[config.mk]
export PLATFORM = sky130hd
export DESIGN_NAME = load_store_unit
export DESIGN_NICKNAME = d
export VERILOG_FILES = /design/src/rtl/lsu_pkg.sv /design/src/rtl/lsu_lane_align.sv /design/src/rtl/load_store_unit.sv
export SDC_FILE = /design/constraint.sdc
export NUM_CORES = 1
export LEC_CHECK = 0
export ABC_AREA = 1
export CAP_MARGIN = 20
export CORE_MARGIN = 1
export CORE_UTILIZATION = 40
export DETAILED_ROUTE_END_ITERATION = 16
export PLACE_DENSITY = 0.59
export SYNTH_ARGS = -nofsm -noshare
export SYNTH_HDL_FRONTEND = slang
export SYNTH_SLANG_ARGS = --single-unit
[constraint.sdc]
create_clock -name clk -period 7.2 [get_ports clk]
set_input_delay 1.44 -clock clk [delete_from_list [all_inputs] [get_ports clk]]
set_output_delay 1.44 -clock clk [all_outputs]
set_load 0.01 [all_outputs]
[src/rtl/lsu_pkg.sv]
// Shared encodings, FSM state type and access-size helpers for the load/store unit.
package lsu_pkg;

    // RV32I funct3 size codes (loads and stores share the low two bits)
    localparam logic [2:0] F3_B  = 3'b000;
    localparam logic [2:0] F3_H  = 3'b001;
    localparam logic [2:0] F3_W  = 3'b010;
    localparam logic [2:0] F3_BU = 3'b100;
    localparam logic [2:0] F3_HU = 3'b101;

    typedef enum logic [1:0] {
        IDLE = 2'd0,
        ACC0 = 2'd1,
        ACC1 = 2'd2,
        DONE = 2'd3
    } lsu_state_e;

    // One memory word's worth of steered data and its byte enables
    typedef struct packed {
        logic [31:0] data;
        logic [3:0]  be;
    } lane_word_t;

    // Access size in bytes for a funct3 code
    function automatic logic [2:0] access_size(input logic [2:0] funct3);
        case (funct3[1:0])
            2'b00:   return 3'd1;
            2'b01:   return 3'd2;
            default: return 3'd4;
        endcase
    endfunction

    // Unsupported size codes for the given direction
    function automatic logic illegal_funct3(input logic we, input logic [2:0] funct3);
        if (we) begin
            return funct3 > F3_W;
        end
        return (funct3 == 3'b011) || (funct3 == 3'b110) || (funct3 == 3'b111);
    endfunction

endpackage

[src/rtl/lsu_lane_align.sv]
// Byte-lane steering for stores and lane extraction/extension for loads.
module lsu_lane_align
    import lsu_pkg::*;
(
    input  logic [2:0]  funct3,
    input  logic [1:0]  offset,
    input  logic [31:0] wdata,
    input  logic [31:0] rdata_lo,
    input  logic [31:0] rdata_hi,
    output lane_word_t  lo,
    output lane_word_t  hi,
    output logic [31:0] load_data
);

    logic [7:0]  size_mask;
    logic [7:0]  be_win;
    logic [31:0] data_mask;
    logic [63:0] st_win;
    logic [31:0] raw;

    // Shift the store across an 8-byte window; low half goes out first, high half second
    always_comb begin
        case (funct3[1:0])
            2'b00:   begin size_mask = 8'h01; data_mask = 32'h0000_00FF; end
            2'b01:   begin size_mask = 8'h03; data_mask = 32'h0000_FFFF; end
            default: begin size_mask = 8'h0F; data_mask = 32'hFFFF_FFFF; end
        endcase
        be_win = size_mask << offset;
        st_win = {32'd0, wdata & data_mask} << {offset, 3'b000};
        lo     = '{data: st_win[31:0],  be: be_win[3:0]};
        hi     = '{data: st_win[63:32], be: be_win[7:4]};
    end

    // Realign the two captured words down to lane 0 and extend to 32 bits
    always_comb begin
        raw = 32'({rdata_hi, rdata_lo} >> {offset, 3'b000});
        case (funct3)
            F3_B:    load_data = {{24{raw[7]}},  raw[7:0]};
            F3_H:    load_data = {{16{raw[15]}}, raw[15:0]};
            F3_BU:   load_data = {24'd0, raw[7:0]};
            F3_HU:   load_data = {16'd0, raw[15:0]};
            default: load_data = raw;
        endcase
    end

endmodule

[src/rtl/load_store_unit.sv]
// RV32I load/store unit: size/fault decode, split misaligned accesses into two word transactions.
module load_store_unit
    import lsu_pkg::*;
#(
    parameter int unsigned MEM_BYTES = 4096,
    parameter int unsigned ADDR_W    = 32
) (
    input  logic              clk,
    input  logic              reset,
    input  logic              cpu_req,
    input  logic              cpu_we,
    input  logic [2:0]        cpu_funct3,
    input  logic [ADDR_W-1:0] cpu_addr,
    input  logic [31:0]       cpu_wdata,
    output logic              cpu_ready,
    output logic              cpu_done,
    output logic [31:0]       cpu_rdata,
    output logic              cpu_fault,
    output logic [ADDR_W-1:0] mem_addr,
    output logic [31:0]       mem_wdata,
    output logic [3:0]        mem_be,
    output logic              mem_write,
    output logic              mem_read,
    input  logic [31:0]       mem_rdata,
    input  logic              mem_ack
);

    lsu_state_e        state, state_nxt;
    logic              op_we, op_we_nxt;
    logic [2:0]        op_funct3, op_funct3_nxt;
    logic [1:0]        op_offset, op_offset_nxt;
    logic              op_cross, op_cross_nxt;
    lane_word_t        hi_buf, hi_buf_nxt;
    logic [31:0]       lo_rdata, lo_rdata_nxt;

    logic              ready_nxt, done_nxt, fault_nxt, read_nxt, write_nxt;
    logic [31:0]       rdata_nxt, wdata_nxt;
    logic [ADDR_W-1:0] addr_nxt;
    logic [3:0]        be_nxt;

    logic [ADDR_W:0]   end_addr;
    logic              req_fault;
    lane_word_t        lo_lanes, hi_lanes;
    logic [31:0]       load_data;
    logic [2:0]        align_funct3;
    logic [1:0]        align_offset;
    logic [31:0]       align_rdata_lo;
    logic              busy_nxt;

    // Last byte touched by the incoming request, one bit wider so the top address cannot wrap
    assign end_addr  = {1'b0, cpu_addr} + (ADDR_W+1)'(access_size(cpu_funct3)) - (ADDR_W+1)'(1);
    assign req_fault = illegal_funct3(cpu_we, cpu_funct3) || (end_addr >= (ADDR_W+1)'(MEM_BYTES));

    // Steering uses the live request while accepting; extraction uses the latched request while busy
    assign align_funct3   = cpu_ready ? cpu_funct3 : op_funct3;
    assign align_offset   = cpu_ready ? cpu_addr[1:0] : op_offset;
    assign align_rdata_lo = (state == ACC0) ? mem_rdata : lo_rdata;

    lsu_lane_align u_align (
        .funct3    (align_funct3),
        .offset    (align_offset),
        .wdata     (cpu_wdata),
        .rdata_lo  (align_rdata_lo),
        .rdata_hi  (mem_rdata),
        .lo        (lo_lanes),
        .hi        (hi_lanes),
        .load_data (load_data)
    );

    // Next-state and next-output decode
    always_comb begin
        state_nxt     = state;
        op_we_nxt     = op_we;
        op_funct3_nxt = op_funct3;
        op_offset_nxt = op_offset;
        op_cross_nxt  = op_cross;
        hi_buf_nxt    = hi_buf;
        lo_rdata_nxt  = lo_rdata;
        rdata_nxt     = cpu_rdata;
        addr_nxt      = mem_addr;
        wdata_nxt     = mem_wdata;
        be_nxt        = mem_be;
        fault_nxt     = 1'b0;

        case (state)
            IDLE, DONE: begin
                state_nxt = IDLE;
                be_nxt    = '0;
                if (cpu_req) begin
                    if (req_fault) begin
                        state_nxt = DONE;
                        fault_nxt = 1'b1;
                    end else begin
                        state_nxt     = ACC0;
                        op_we_nxt     = cpu_we;
                        op_funct3_nxt = cpu_funct3;
                        op_offset_nxt = cpu_addr[1:0];
                        op_cross_nxt  = |hi_lanes.be;
                        hi_buf_nxt    = hi_lanes;
                        addr_nxt      = {cpu_addr[ADDR_W-1:2], 2'b00};
                        wdata_nxt     = lo_lanes.data;
                        be_nxt        = lo_lanes.be;
                    end
                end
            end
            ACC0: begin
                if (mem_ack) begin
                    lo_rdata_nxt = mem_rdata;
                    if (op_cross) begin
                        state_nxt = ACC1;
                        addr_nxt  = mem_addr + ADDR_W'(4);
                        wdata_nxt = hi_buf.data;
                        be_nxt    = hi_buf.be;
                    end else begin
                        state_nxt = DONE;
                        be_nxt    = '0;
                        if (!op_we) rdata_nxt = load_data;
                    end
                end
            end
            ACC1: begin
                if (mem_ack) begin
                    state_nxt = DONE;
                    be_nxt    = '0;
                    if (!op_we) rdata_nxt = load_data;
                end
            end
            default: state_nxt = IDLE;
        endcase

        busy_nxt  = (state_nxt == ACC0) || (state_nxt == ACC1);
        ready_nxt = (state_nxt == IDLE) || (state_nxt == DONE);
        done_nxt  = (state_nxt == DONE);
        read_nxt  = busy_nxt && !op_we_nxt;
        write_nxt = busy_nxt && op_we_nxt;
    end

    // State and registered outputs
    always_ff @(posedge clk or posedge reset) begin
        if (reset) begin
            state     <= IDLE;
            op_we     <= 1'b0;
            op_funct3 <= '0;
            op_offset <= '0;
            op_cross  <= 1'b0;
            hi_buf    <= '0;
            lo_rdata  <= '0;
            cpu_ready <= 1'b1;
            cpu_done  <= 1'b0;
            cpu_fault <= 1'b0;
            cpu_rdata <= '0;
            mem_addr  <= '0;
            mem_wdata <= '0;
            mem_be    <= '0;
            mem_read  <= 1'b0;
            mem_write <= 1'b0;
        end else begin
            state     <= state_nxt;
            op_we     <= op_we_nxt;
            op_funct3 <= op_funct3_nxt;
            op_offset <= op_offset_nxt;
            op_cross  <= op_cross_nxt;
            hi_buf    <= hi_buf_nxt;
            lo_rdata  <= lo_rdata_nxt;
            cpu_ready <= ready_nxt;
            cpu_done  <= done_nxt;
            cpu_fault <= fault_nxt;
            cpu_rdata <= rdata_nxt;
            mem_addr  <= addr_nxt;
            mem_wdata <= wdata_nxt;
            mem_be    <= be_nxt;
            mem_read  <= read_nxt;
            mem_write <= write_nxt;
        end
    end

endmodule
==> impl_metrics.yaml, run 1 <==
layout:
  final_net_count: 2294
  antenna_cells: 0
  layout-drive-gt1-share_pct: 4.76
  n_fill_cell: 3303
  regArea_um2: 4280
  layout-area-overhead-vs-synth_pct: 22.0
  multi_input_area_um2: 7120
setup_path:
  worst_setup_path_startpoint: "cpu_funct3[1]"
  critPathLaunchType: "input port"
  critPathArrivalTime_ns: 5.58
  timing.critical_path.required_ns: 7.57
  crit_type: "input port to register"
  critPathCaptureType: "register"
  r2r_setup_slack_ns: 3.66
  worst-path-max-fanout: 62
  startpoint_of_the_most_critical_register_to_register_path: "state[1]"
outcome:
  status: "finished, final reports clean"
power:
  static-leakage-power_nw: 7.87
  seq_power_share_pct: 29.4
  internal-power_mw: 2.59
  clockPowerShare_pct: 18.4
  logic_gate_share_of_total_power_pct: 52.2
  power.share.switching_pct: 47.9
  switching_power_mw: 2.38
  power_density_nw_per_um2: 319
  ir_worst_vdd_mv: 0.283
routing:
  firstDrtPassIters: 5
  vias: 13600
  route.detailed.drc: 0
  dr.first_iter.drc_count: 1207
  drt_wirelength_mm: 45.4
  vias_per_cell: 5.29
  postRouteAntennaNets: 0
  wl_per_cell_um: 17.7
timing:
  setup_viol: 0
  fmaxAchievable_mhz: 192
  count_of_pins_over_their_slew_limit: 0
  post-route-period-util_pct: 72.4
  worst_slew_margin_rel_pct: 37.7
  final.hold.worst_slack_ns: 0.472
  timing.setup.tns_ns: 0
  period_needed_ns: 5.21
  grt_setup_unrepaired: "no"
  final.setup_skew_ns: 0.0166
  final-hold-violation-count: 0
  worstMarginPinSlew_ns: 0.935
clock_tree:
  hold_fix_buffer_count_after_cts: 0
  htree_num_levels: 4
  post_cts.resized_instances: 0
  cts-buffers-inserted: 17
  clk-insertion-delay-late_ns: 0.44
  cts-root-to-sink-buffers: 2
  clock_tree_from_tritoncts: "yes"
  clkSlewWorstSetupHoldPaths_ns: 0.07
  tritoncts_num_sinks: 171
  buffer_count_from_post_cts_setup_fixing: 0
  cts_root_buffer: "clkbuf_16"
synthesis:
  ys_async_sr_fraction_pct: 100
  synth_enable_flop_cells: 0
  yosys.cell_count.top_type: "nand2_1"
  synth-main-ff-cell: "dfrtp_1"
  synth_top_cell_by_area: "dfrtp_1"
  yosysWarnings: 0
  seq_total_area_yosys_pct: 33.5
  post_synth_most_frequent_cells: "686 x nand2_1, 236 x inv_1, 196 x o21ai_0"
  synth_cell_type_count: 43
  mappedNetlistArea_um2: 12800
  yosys-top-cells-area: "dfrtp_1 33%, nand2_1 20%, o21ai_0 7.7%"
  synth.ff_latch_count: 171
  post_synth.cell_area_avg_um2: 6.38
  synth_cells: 2004
  netlist.area_leader.share_pct: 33.3
floorplanning:
  floorplan.initialDensity_pct: 40.6
  number_of_placement_rows: 65
  die_area_um2: 32700
  die_height_um: 181
  io_pins: 209
  die_x_um: 181
  fp.coreArea_um2: 31500
global_routing:
  global_route.overflow_total: 0
  grt_first_pass_wirelength_mm: 71.1
  combined_global_route_utilization_of_all_metal_layers_pct: 27.9
  number_of_global_route_vias_before_repair: 12500
  grt_antenna_before_repair: 0
  grt_start_max_net_pins: 97
hold_path:
  worst_hold_path_type: "register to register"
  hold_start: "mem_wdata[19]"
place:
  numPortBuffers: 206
  gp_routability_congestion: 0.983
  hpwlAfterDp_mm: 34.2
job:
  max_cap_violation_count: 0
[critical path, cell delays in order]
cell and delay, ns:
clkdlybuf4s50_1 0.49, inv_1 0.18, nand2_1 0.07, ha_1 0.27, inv_1 0.06, ha_1 0.21
inv_1 0.07, fa_1 0.41, inv_1 0.12, nand3_1 0.10, nand3_1 0.14, nand3_1 0.11
nand3_1 0.14, nand3b_1 0.11, nand3_1 0.11, nand2_1 0.06, inv_1 0.05, nand3_1 0.15
nor2_4 0.21, nand2_2 0.10, nand2_4 0.09, buf_4 0.55, nand3_1 0.17, nand2_1 0.12
[metrics by stage]
stage	setup WS (ns)	cell area, um^2	power, mW	util, %	std cells
after floorplan	1.13	12800	3.15	-	2005
after global placement	1.70	15000	4.03	47.7	2533
after detailed placement	1.58	15000	4.06	47.7	2534
after CTS	2.03	15600	4.99	49.5	2566
after global routing	1.67	15600	5.36	49.5	2566
final	1.99	15600	4.97	49.5	2566
[kinds of logic after synthesis]
family | Yosys count | synth area share, %
and+or+nand+nor | 1081 | 35.5
adders and majority gates | 39 | 3.88
xor gates and xnor gates | 21 | 1.44
other | 1 | 0.0293
AOI/OAI and AO/OA | 346 | 14.6
DFF | 171 | 33.5
buffers and inverters | 345 | 11.1
[placed cells by master, fill, tap and decap left out, types with 3 or more instances in the layout]
cell type and count:
buf_4 15, a21oi_1 68, inv_1 234, inv_6 8, xor2_1 13, nand3_1 145, clkdlybuf4s50_1 206, inv_8 3
a31oi_1 26, o21bai_1 4, nor2_2 6, ha_1 37, inv_2 13, o21ai_0 195, nand2_1 685, nor4_1 7
xnor2_1 8, a21oi_2 9, clkbuf_16 17, o22ai_1 19, nand4_1 37, clkinv_1 3, nand3b_1 18, nand2_2 8
o21ai_1 10, nor2_1 142, nor3_1 16, dfrtp_1 170, or2_2 8, o211ai_1 9
[sequential cells by signal, indices dropped and copies added, names as in the netlist]
signal     count
cpu_ready      1
op_offset      2
mem_addr      30
cpu_rdata     32
cpu_done       1
cpu_fault      1
op_we          1
hi_buf        27
state          2
mem_be         4
mem_wdata     32
op_funct3      3
mem_write      1
op_cross       1
mem_read       1
lo_rdata      32
[final timing paths]
check | to | cells after the start
worst max-delay path | mem_wdata[22] | 24
worst min-delay path | mem_wdata[19] | 2
worst max register to register | mem_wdata[22] | 10
worst min register to register | mem_wdata[19] | 2
max in group asynchronous | mem_addr[10] | 3
min in group asynchronous | op_funct3[0] | 2
[routing by layer]
metal | vias to the layer above | track usage (%) | wire [um]
li1 | 6741 | - | -
met2 | 481 | 41.3 | 19400
met3 | 72 | 3.85 | 2790
met5 | - | 0 | 0
met1 | 6287 | 41.5 | 21900
met4 | 0 | 9.47 | 1310
[power groups by stage]
stage	logic, mW	clock network [mW]	registers, mW
2_1_floorplan	1.68	0	1.47
5_1_grt	2.89	0.973	1.50
3_3_place_gp	2.56	0	1.47
4_1_cts	2.59	0.932	1.46
6_report	2.60	0.915	1.46
3_5_place_dp	2.59	0	1.47
[area by class of cell]
class | instances | share of cell area, %
Multi-Input combinational cell | 1489 | 45.7
Timing Repair Buffer | 221 | 13.9
Sequential cell | 171 | 27.5
Clock buffer | 18 | 2.82
Tap cell | 402 | 3.23
Clock inverter | 14 | 0.794
Inverter | 251 | 6.07
Note: power is estimated with default switching activity, not from simulation.
==> run 2, diff against run 1 <==
==> constraint.sdc (replaced) <==
create_clock -name clk -period 5 [get_ports clk]
set_input_delay 1 -clock clk [delete_from_list [all_inputs] [get_ports clk]]
set_output_delay 1 -clock clk [all_outputs]
set_load 0.01 [all_outputs]
==> run 2 against run 1 <==
Compared with the run above:
- via count increased by 0.48%
- sequential power rose by 45%
- highest routed layer unchanged
- critical path depth is 1 higher
- combinational power is 47% higher
- critical endpoint is now mem_wdata[29]
- largest power group unchanged
- wire length grew 0.51%
- first-iteration DRC count grew 9.1%
- sequential share of layout area shrank 0.27 points
==> impl_metrics.yaml, run 2 (synthesized netlist as in run 1, its figures left out) <==
power:
  internal-power_mw: 3.97
  ir_worst_vdd_mv: 0.407
  power_density_nw_per_um2: 467
  clockPowerShare_pct: 19.4
  power.share.switching_pct: 46.0
  switching_power_mw: 3.38
  logic_gate_share_of_total_power_pct: 51.8
  seq_power_share_pct: 28.8
  static-leakage-power_nw: 7.94
setup_path:
  cell_type_of_the_slowest_stage_on_the_worst_timing_path: "clkdlybuf4s50_1"
  critPathCaptureType: "register"
  critPathArrivalTime_ns: 4.82
  crit_type: "input port to register"
  worst-path-max-fanout: 50
  timing.critical_path.required_ns: 5.32
  biggest_cell_delay_along_the_critical_path_ns: 0.45
  worst_path_most_repeated_cell: "nand2_1"
  number_of_cells_on_the_worst_reg_to_reg_path: 10
  critPathLaunchType: "input port"
place:
  preCtsSetupSlack_ns: 0.127
  hpwlAfterDp_mm: 34.7
  numPortBuffers: 206
  gp_routability_congestion: 0.950
global_routing:
  number_of_global_route_vias_before_repair: 12700
  grt_start_max_net_pins: 112
  grt_first_pass_wirelength_mm: 71.6
  combined_global_route_utilization_of_all_metal_layers_pct: 28.1
  grt_antenna_before_repair: 0
  global_route.overflow_total: 0
timing:
  period_needed_ns: 4.50
  count_of_pins_over_their_slew_limit: 0
  worstMarginPinSlew_ns: 0.973
  grt_setup_unrepaired: "no"
  final.setup.worst_slack_ns: 0.501
  fmaxAchievable_mhz: 222
  worst_slew_margin_rel_pct: 34.9
  final.setup_skew_ns: 0.00827
  timing.setup.tns_ns: 0
  setup_viol: 0
  post-route-period-util_pct: 90.0
  final-hold-violation-count: 0
clock_tree:
  tritoncts_num_sinks: 171
  clk-insertion-delay-late_ns: 0.43
  clkSlewWorstSetupHoldPaths_ns: 0.07
  cts-buffers-inserted: 17
  cts-root-to-sink-buffers: 2
  clock_tree_from_tritoncts: "yes"
  cts_root_buffer: "clkbuf_16"
  buffer_count_from_post_cts_setup_fixing: 0
  post_cts.resized_instances: 0
  htree_num_levels: 4
  hold_fix_buffer_count_after_cts: 0
floorplanning:
  die_area_um2: 32700
  die_x_um: 181
  number_of_placement_rows: 65
  die_height_um: 181
  io_pins: 209
  fp.coreArea_um2: 31500
  floorplan.initialDensity_pct: 40.6
routing:
  drt_wirelength_mm: 45.6
  postRouteAntennaNets: 0
  route.detailed.drc: 0
  wl_per_cell_um: 17.7
  dr.first_iter.drc_count: 1317
  vias: 13600
  vias_per_cell: 5.31
  firstDrtPassIters: 5
layout:
  final_net_count: 2297
  final_core_occ_pct: 50.0
  top_regs: "cpu_rdata: 32 flops, lo_rdata: 32 flops, mem_wdata: 32 flops"
  final_common_cell: "nand2_1"
  layout-drive-gt1-share_pct: 4.75
  n_fill_cell: 3250
  most_frequent_cells_in_the_layout: "685 x nand2_1, 234 x inv_1, 206 x clkdlybuf4s50_1"
  antenna_cells: 0
  layout-area-overhead-vs-synth_pct: 23.2
hold_path:
  worst_hold_path_type: "register to register"
  timing.hold.worst_path_depth: 2
outcome:
  status: "finished, final reports clean"
job:
  max_cap_violation_count: 0
[run 2: worst max-delay path: cells and delay by family]
| kind | cells | cell delay (ns) |
|---|---|---|
| buffers and inverters | 6 | 1.08 |
| adders and majority gates | 3 | 0.87 |
| and+or+nand+nor | 16 | 1.83 |
[run 2: final cells by class]
cell class | instances | area, um^2 | area share [%]
multi-input combinational | 1489 | 7120 | 45.2
sequential | 171 | 4280 | 27.2
timing repair buffer | 224 | 2270 | 14.4
inverter | 251 | 946 | 6.01
tap | 402 | 503 | 3.19
clock buffer | 21 | 450 | 2.86
clock inverter | 11 | 171 | 1.09
[run 2: layer usage]
| layer | global-route usage, % | vias to the layer above | part of all wire, % |
|---|---|---|---|
| met4 | 6.39 | 0 | 1.7 |
| met1 | 41.9 | 6353 | 48 |
| met5 | 0 | - | 0 |
| li1 | - | 6741 | - |
| met3 | 4.92 | 39 | 7.2 |
| met2 | 41.9 | 513 | 43 |
[run 2: path summary, 6_finish.rpt]
| check | from | endpoint | slack, ns |
|---|---|---|---|
| max in group asynchronous | reset | lo_rdata[23] | 3.20 |
| worst max register to register | state[1] | cpu_rdata[10] | 1.96 |
| min in group asynchronous | reset | lo_rdata[19] | 0.82 |
| worst min-delay path | mem_wdata[21] | mem_wdata[21] | 0.47 |
| worst max-delay path | cpu_funct3[1] | mem_wdata[29] | 0.50 |
| worst min register to register | mem_wdata[21] | mem_wdata[21] | 0.47 |
[run 2: power by group through the flow]
| stage | combinational [mW] | sequential [mW] | clock, mW |
|---|---|---|---|
| final | 3.81 | 2.12 | 1.43 |
| after global routing | 4.23 | 2.16 | 1.51 |
| after CTS | 3.81 | 2.11 | 1.45 |
| after detailed placement | 3.79 | 2.13 | 0 |
| after global placement | 3.75 | 2.13 | 0 |
| after floorplan | 2.42 | 2.11 | 0 |
[run 2: metrics by stage]
stage,instances,area [um^2],hold slack [ns],power [mW]
3_5_place_dp,2537,15100,0.460,5.92
5_1_grt,2569,15700,0.494,7.91
3_3_place_gp,2537,15100,0.456,5.88
2_1_floorplan,2005,12800,0.448,4.53
4_1_cts,2569,15700,0.477,7.37
6_report,2569,15700,0.473,7.36
==> variant 1: new RTL, flow settings as in run 1 <==
Change the parameter `ADDR_W` from 32 to 24.
--- a/src/rtl/load_store_unit.sv
+++ b/src/rtl/load_store_unit.sv
@@ -5,3 +5,3 @@
     parameter int unsigned MEM_BYTES = 4096,
-    parameter int unsigned ADDR_W    = 32
+    parameter int unsigned ADDR_W    = 24
 ) (
Interface: changed (resized cpu_addr and mem_addr); port bits go from 209 to 193. No check against the original RTL was run, so the function may have changed too.
==> variant 1 against run 1 <==
Total power increased by 15%. Worst hold slack improved by 2.2 ps. Sequential cell count decreased by 8. Setup slack improved by 96 ps. Die area decreased by 14%. Clock skew increased by 1.4 ps. Global-route usage decreased by 1.7 points. Routed wire length decreased by 20%. Register-to-register slack improved by 40 ps. First-iteration DRC count decreased by 36%. Final cell count decreased by 17%. Area after synthesis decreased by 14%. Final area decreased by 12%. Largest cell class unchanged.
==> variant 1: results (changes against run 1) <==
FF-to-FF End mem_wdata[26]; Worst Setup Slack post-DPL 1674 ps (+96.39 ps); DRT iter0 DRCs 776 (-36%); clk_skew 18.05 ps (+1.397 ps); initial antenna violation count 3 (+3); Vias 11290 (-17%); met3 Track Usage GR 4.916% (+1.1 points); first-pass GRT wire length 57.88 mm (-19%); Global Route met2 Usage 41.03% (-0.25 points); Worst path slowest cell nand2_4; leakage 6.624 nW (-16%); # nets final 1905 (-17%); layout cells sized above 1 4.355% (-0.40 points); Least-Margin Pin Slew 840.7 ps (-94.53 ps); Adder-Cell Fraction of Synth Area 3.599% (-0.28 points); post-DP HPWL 25.86 mm (-24%); Synth Area in XOR/XNOR 0.7974% (-0.64 points); Worst R2R Setup Slack 3700 ps (+40 ps); largest net degree at the start of global routing 85 (-12%); Endpoint, Worst Hold mem_wdata[1]; Placer Congestion 0.8807 (-10%); most common library cells after synthesis nand2_1 (565), inv_1 (187), o21ai_0 (185); Largest regs cpu_rdata (32), lo_rdata (32), mem_wdata (32); Hold Crit Start mem_wdata[1]; GR met1 Demand/Resource 36.42% (-5.1 points); post-synthesis sequential area ratio 37.15% (+3.7 points); Arrival @ worst endpoint 5440 ps (-140 ps); Post-DP Area 13030 um^2 (-13%); VDD IR-drop max 0.0002409 V (-15%); R2R depth 9 (-1); CP peak stage delay 530 ps (-20 ps); drt first pass iters 7 (+2); critical path peak fanout 57 (-8.1%); Synth area leaders dfrtp_1 (37%), nand2_1 (19%), o21ai_0 (8.4%), inv_1 (6.4%), nand3_1 (5.2%); status completed; total global-route track usage 26.29% (-1.7 points)
==> variant 1: changes by cell type after synthesis, moves of 11 or more <==
cell     delta
nand2_1   -121
nor2_1     -56
inv_1      -49
a21oi_1    -30
nand3_1    -30
o21ai_0    -11
==> variant 1: worst max-delay path by stage <==
| stage | startpoint | endpoint | slack [ps] | depth (start not counted) |
|---|---|---|---|---|
| global route | cpu_funct3[1] | mem_wdata[31] | 1670 | 26 |
| detailed placement | cpu_funct3[1] | mem_wdata[31] | 1670 | 26 |
| finish | cpu_funct3[1] | mem_wdata[26] | 2080 | 26 |
| global placement | cpu_funct3[1] | mem_wdata[31] | 1780 | 26 |
| floorplan | reset | cpu_done | 1360 | 1 |
| CTS | cpu_funct3[1] | mem_wdata[20] | 2120 | 26 |
==> variant 1: routing by layer <==
layer,up-vias,share of wire (%)
met2,382,44
met4,4,2.8
met1,5246,47
li1,5603,-
met3,59,6.1
met5,-,0.074
==> variant 1: area by class of cell <==
type / instances / area (um^2)
flip-flops and latches: 163 / 4080
diodes: 1 / 2.502
inverters: 194 / 733.2
well taps: 341 / 426.7
fillers: 2713 / 13280
repair buffers: 204 / 2019
clock buffers: 17 / 425.4
clock inverters: 15 / 185.2
multi-input cells: 1198 / 5794
==> variant 1: where the power goes <==
part	internal [mW]	switching [mW]	total, mW
logic	1.19	2.06	3.25
registers	1.26	0.270	1.53
clock network	0.502	0.452	0.953
total	2.95	2.78	5.73
==> variant 1: through the flow <==
stage / cells / utilization [%] / hold WS [ps]
3_5_place_dp: 2099 / 48.36 / 459.1
5_1_grt: 2132 / 50.70 / 495.0
2_1_floorplan: 1639 / - / 447.8
3_3_place_gp: 2099 / 48.36 / 454.7
6_report: 2133 / 50.71 / 474.0
4_1_cts: 2131 / 50.63 / 477.1
==> variant 2: new RTL, flow settings as in run 1 <==
Made on the original files. Encoding of `lsu_state_e`: now Gray code (2 bits for 4 states).
--- a/src/rtl/lsu_pkg.sv
+++ b/src/rtl/lsu_pkg.sv
@@ -11,6 +11,6 @@
     typedef enum logic [1:0] {
-        IDLE = 2'd0,
-        ACC0 = 2'd1,
-        ACC1 = 2'd2,
-        DONE = 2'd3
+        IDLE = 2'b00,
+        ACC0 = 2'b01,
+        ACC1 = 2'b11,
+        DONE = 2'b10
     } lsu_state_e;
Formal check against the unedited RTL: same outputs for any inputs over 4 cycles, from zero or initial values and one cycle with reset high; so few cycles prove little.
==> variant 2 against run 1 <==
Register-to-register slack is essentially flat. Synthesized cell count fell by 5.4%. Final area fell by 2.6%. Routed wire length decreased by 5.7%. Setup slack gained 290 ps. Sequential cell count unchanged. Worst hold slack better by 1.4 ps. Final cell count is 4.3% lower. Area after synthesis fell by 3.7%.
Power is not compared: it rests on default switching activity, and its combinational part moved more than twofold at a synthesized area within 25%.
==> variant 2: results (changes against run 1) <==
status completed; Least-Margin Pin Slew 836.3 ps (-98.87 ps); yosys warns 0 (unchanged); layout cells sized above 1 3.824% (-0.94 points); CTS max path bufs 2 (unchanged); # nets final 2193 (-4.4%); Vias 13020 (-4.1%); post-DP HPWL 31.89 mm (-6.8%); clk_skew 23.09 ps (+6.438 ps); dpl cells 2423 (-4.4%); hold_ws 473.1 ps (+1.374 ps); DRT iter0 DRCs 1215 (+0.66%); I/O Buffers 206 (unchanged); CTS HTree Levels 4 (unchanged); critical path peak fanout 62 (unchanged); Async SR Flop Fraction 100.0% (unchanged); drt first pass iters 6 (+1); first-pass GRT wire length 66.35 mm (-6.7%); vias in the first global route 11920 (-4.7%); CP peak stage delay 530 ps (-20 ps); min-delay worst type reg2reg; Net Sw Power 0.9570 mW; post_cts resized 0 (unchanged); Post-CTS Setup Bufs 0 (unchanged); total CTS buffers 17 (unchanged); leakage 7.588 nW; Worst path slowest cell buf_4; Clk Tree Root Cell clkbuf_16; clk_lat worst skew 440 ps (about the same); largest net degree at the start of global routing 81 (-16%); Antenna diodes 0 (unchanged); Worst R2R Setup Slack 3660 ps (about the same); CTS clk-pin slew, worst paths 70 ps (about the same); Placer Congestion 0.9520 (-3.2%); initial antenna violation count 0 (unchanged); most common library cells after synthesis nand2_1 (644), inv_1 (242), o21ai_0 (209); Largest regs cpu_rdata (32), lo_rdata (32), mem_wdata (32); post-synthesis sequential area ratio 34.77% (+1.3 points); Synth area leaders dfrtp_1 (35%), nand2_1 (20%), o21ai_0 (8.5%), inv_1 (7.4%), nand3_1 (5.2%); Post-Syn Instances 1896 (-5.4%); total global-route track usage 27.43% (-0.52 points); VDD IR-drop max 0.0001771 V; Arrival @ worst endpoint 5300 ps (-280 ps); Final Instance Count excl. Fillers 2456 (-4.3%); Synth cell types 50 (+16%); final WL 42.76 mm (-5.7%)
variant 2: power by group through the flow:
stage                     Clock [mW]  Sequential [mW]  Combinational (mW)
after detailed placement           0             1.13               0.738
after CTS                      0.956             1.12               0.742
after global placement             0             1.13               0.733
after global routing           0.993             1.13               0.825
after floorplan                    0             1.14               0.378
final                          0.933             1.12               0.742
variant 2: layout make-up:
cell class / instances / area (um^2)
clock buffer: 19 / 442.9
clock inverter: 13 / 138.9
fill: 3087 / 14770
inverter: 249 / 939.7
multi-input combinational: 1394 / 6713
sequential: 171 / 4280
tap: 390 / 488.0
timing repair buffer: 220 / 2180
variant 2: through the flow:
| step | power (mW) | setup WS [ps] |
|---|---|---|
| 5_1_grt | 2.944 | 1936 |
| 4_1_cts | 2.814 | 2362 |
| 3_5_place_dp | 1.872 | 1925 |
| 3_3_place_gp | 1.866 | 1975 |
| 2_1_floorplan | 1.520 | 1130 |
| 6_report | 2.791 | 2277 |
variant 2: critical path, delay by kind of cell:
family	cells	cell delay, ps
buf+inv	6	1300
fa+ha+maj	3	870
simple gates	15	1630
variant 2: layer usage:
layer | GRT usage [%] | up-vias | share of wire (%)
li1 | - | 6453 | -
met3 | 4.070 | 57 | 6.1
met4 | 9.437 | 0 | 3.0
met5 | 0 | - | 0
met2 | 44.17 | 470 | 46
met1 | 37.39 | 6038 | 45
variant 2: worst paths after layout:
kind	start	cells after the start	to
setup / recovery	cpu_funct3[1]	24	mem_wdata[3]
hold / removal	mem_wdata[12]	2	mem_wdata[12]
setup reg to reg	cpu_ready	11	mem_wdata[21]
hold reg to reg	mem_wdata[12]	2	mem_wdata[12]
max in group asynchronous	reset	3	cpu_rdata[14]
min in group asynchronous	reset	2	mem_write
variant 2: kinds of logic (layout without fill, tap and decap cells):
logic type / count (synthesis) / in the layout / synth area share, %
simple gates: 964 / 964 / 32.53
compound gates: 372 / 372 / 16.62
buf+inv: 332 / 501 / 10.85
flops: 171 / 171 / 34.77
fa+ha+maj: 36 / 36 / 3.720
xor+xnor: 14 / 14 / 0.9960
mux: 6 / 6 / 0.4878
other cells: 1 / 2 / 0.03046
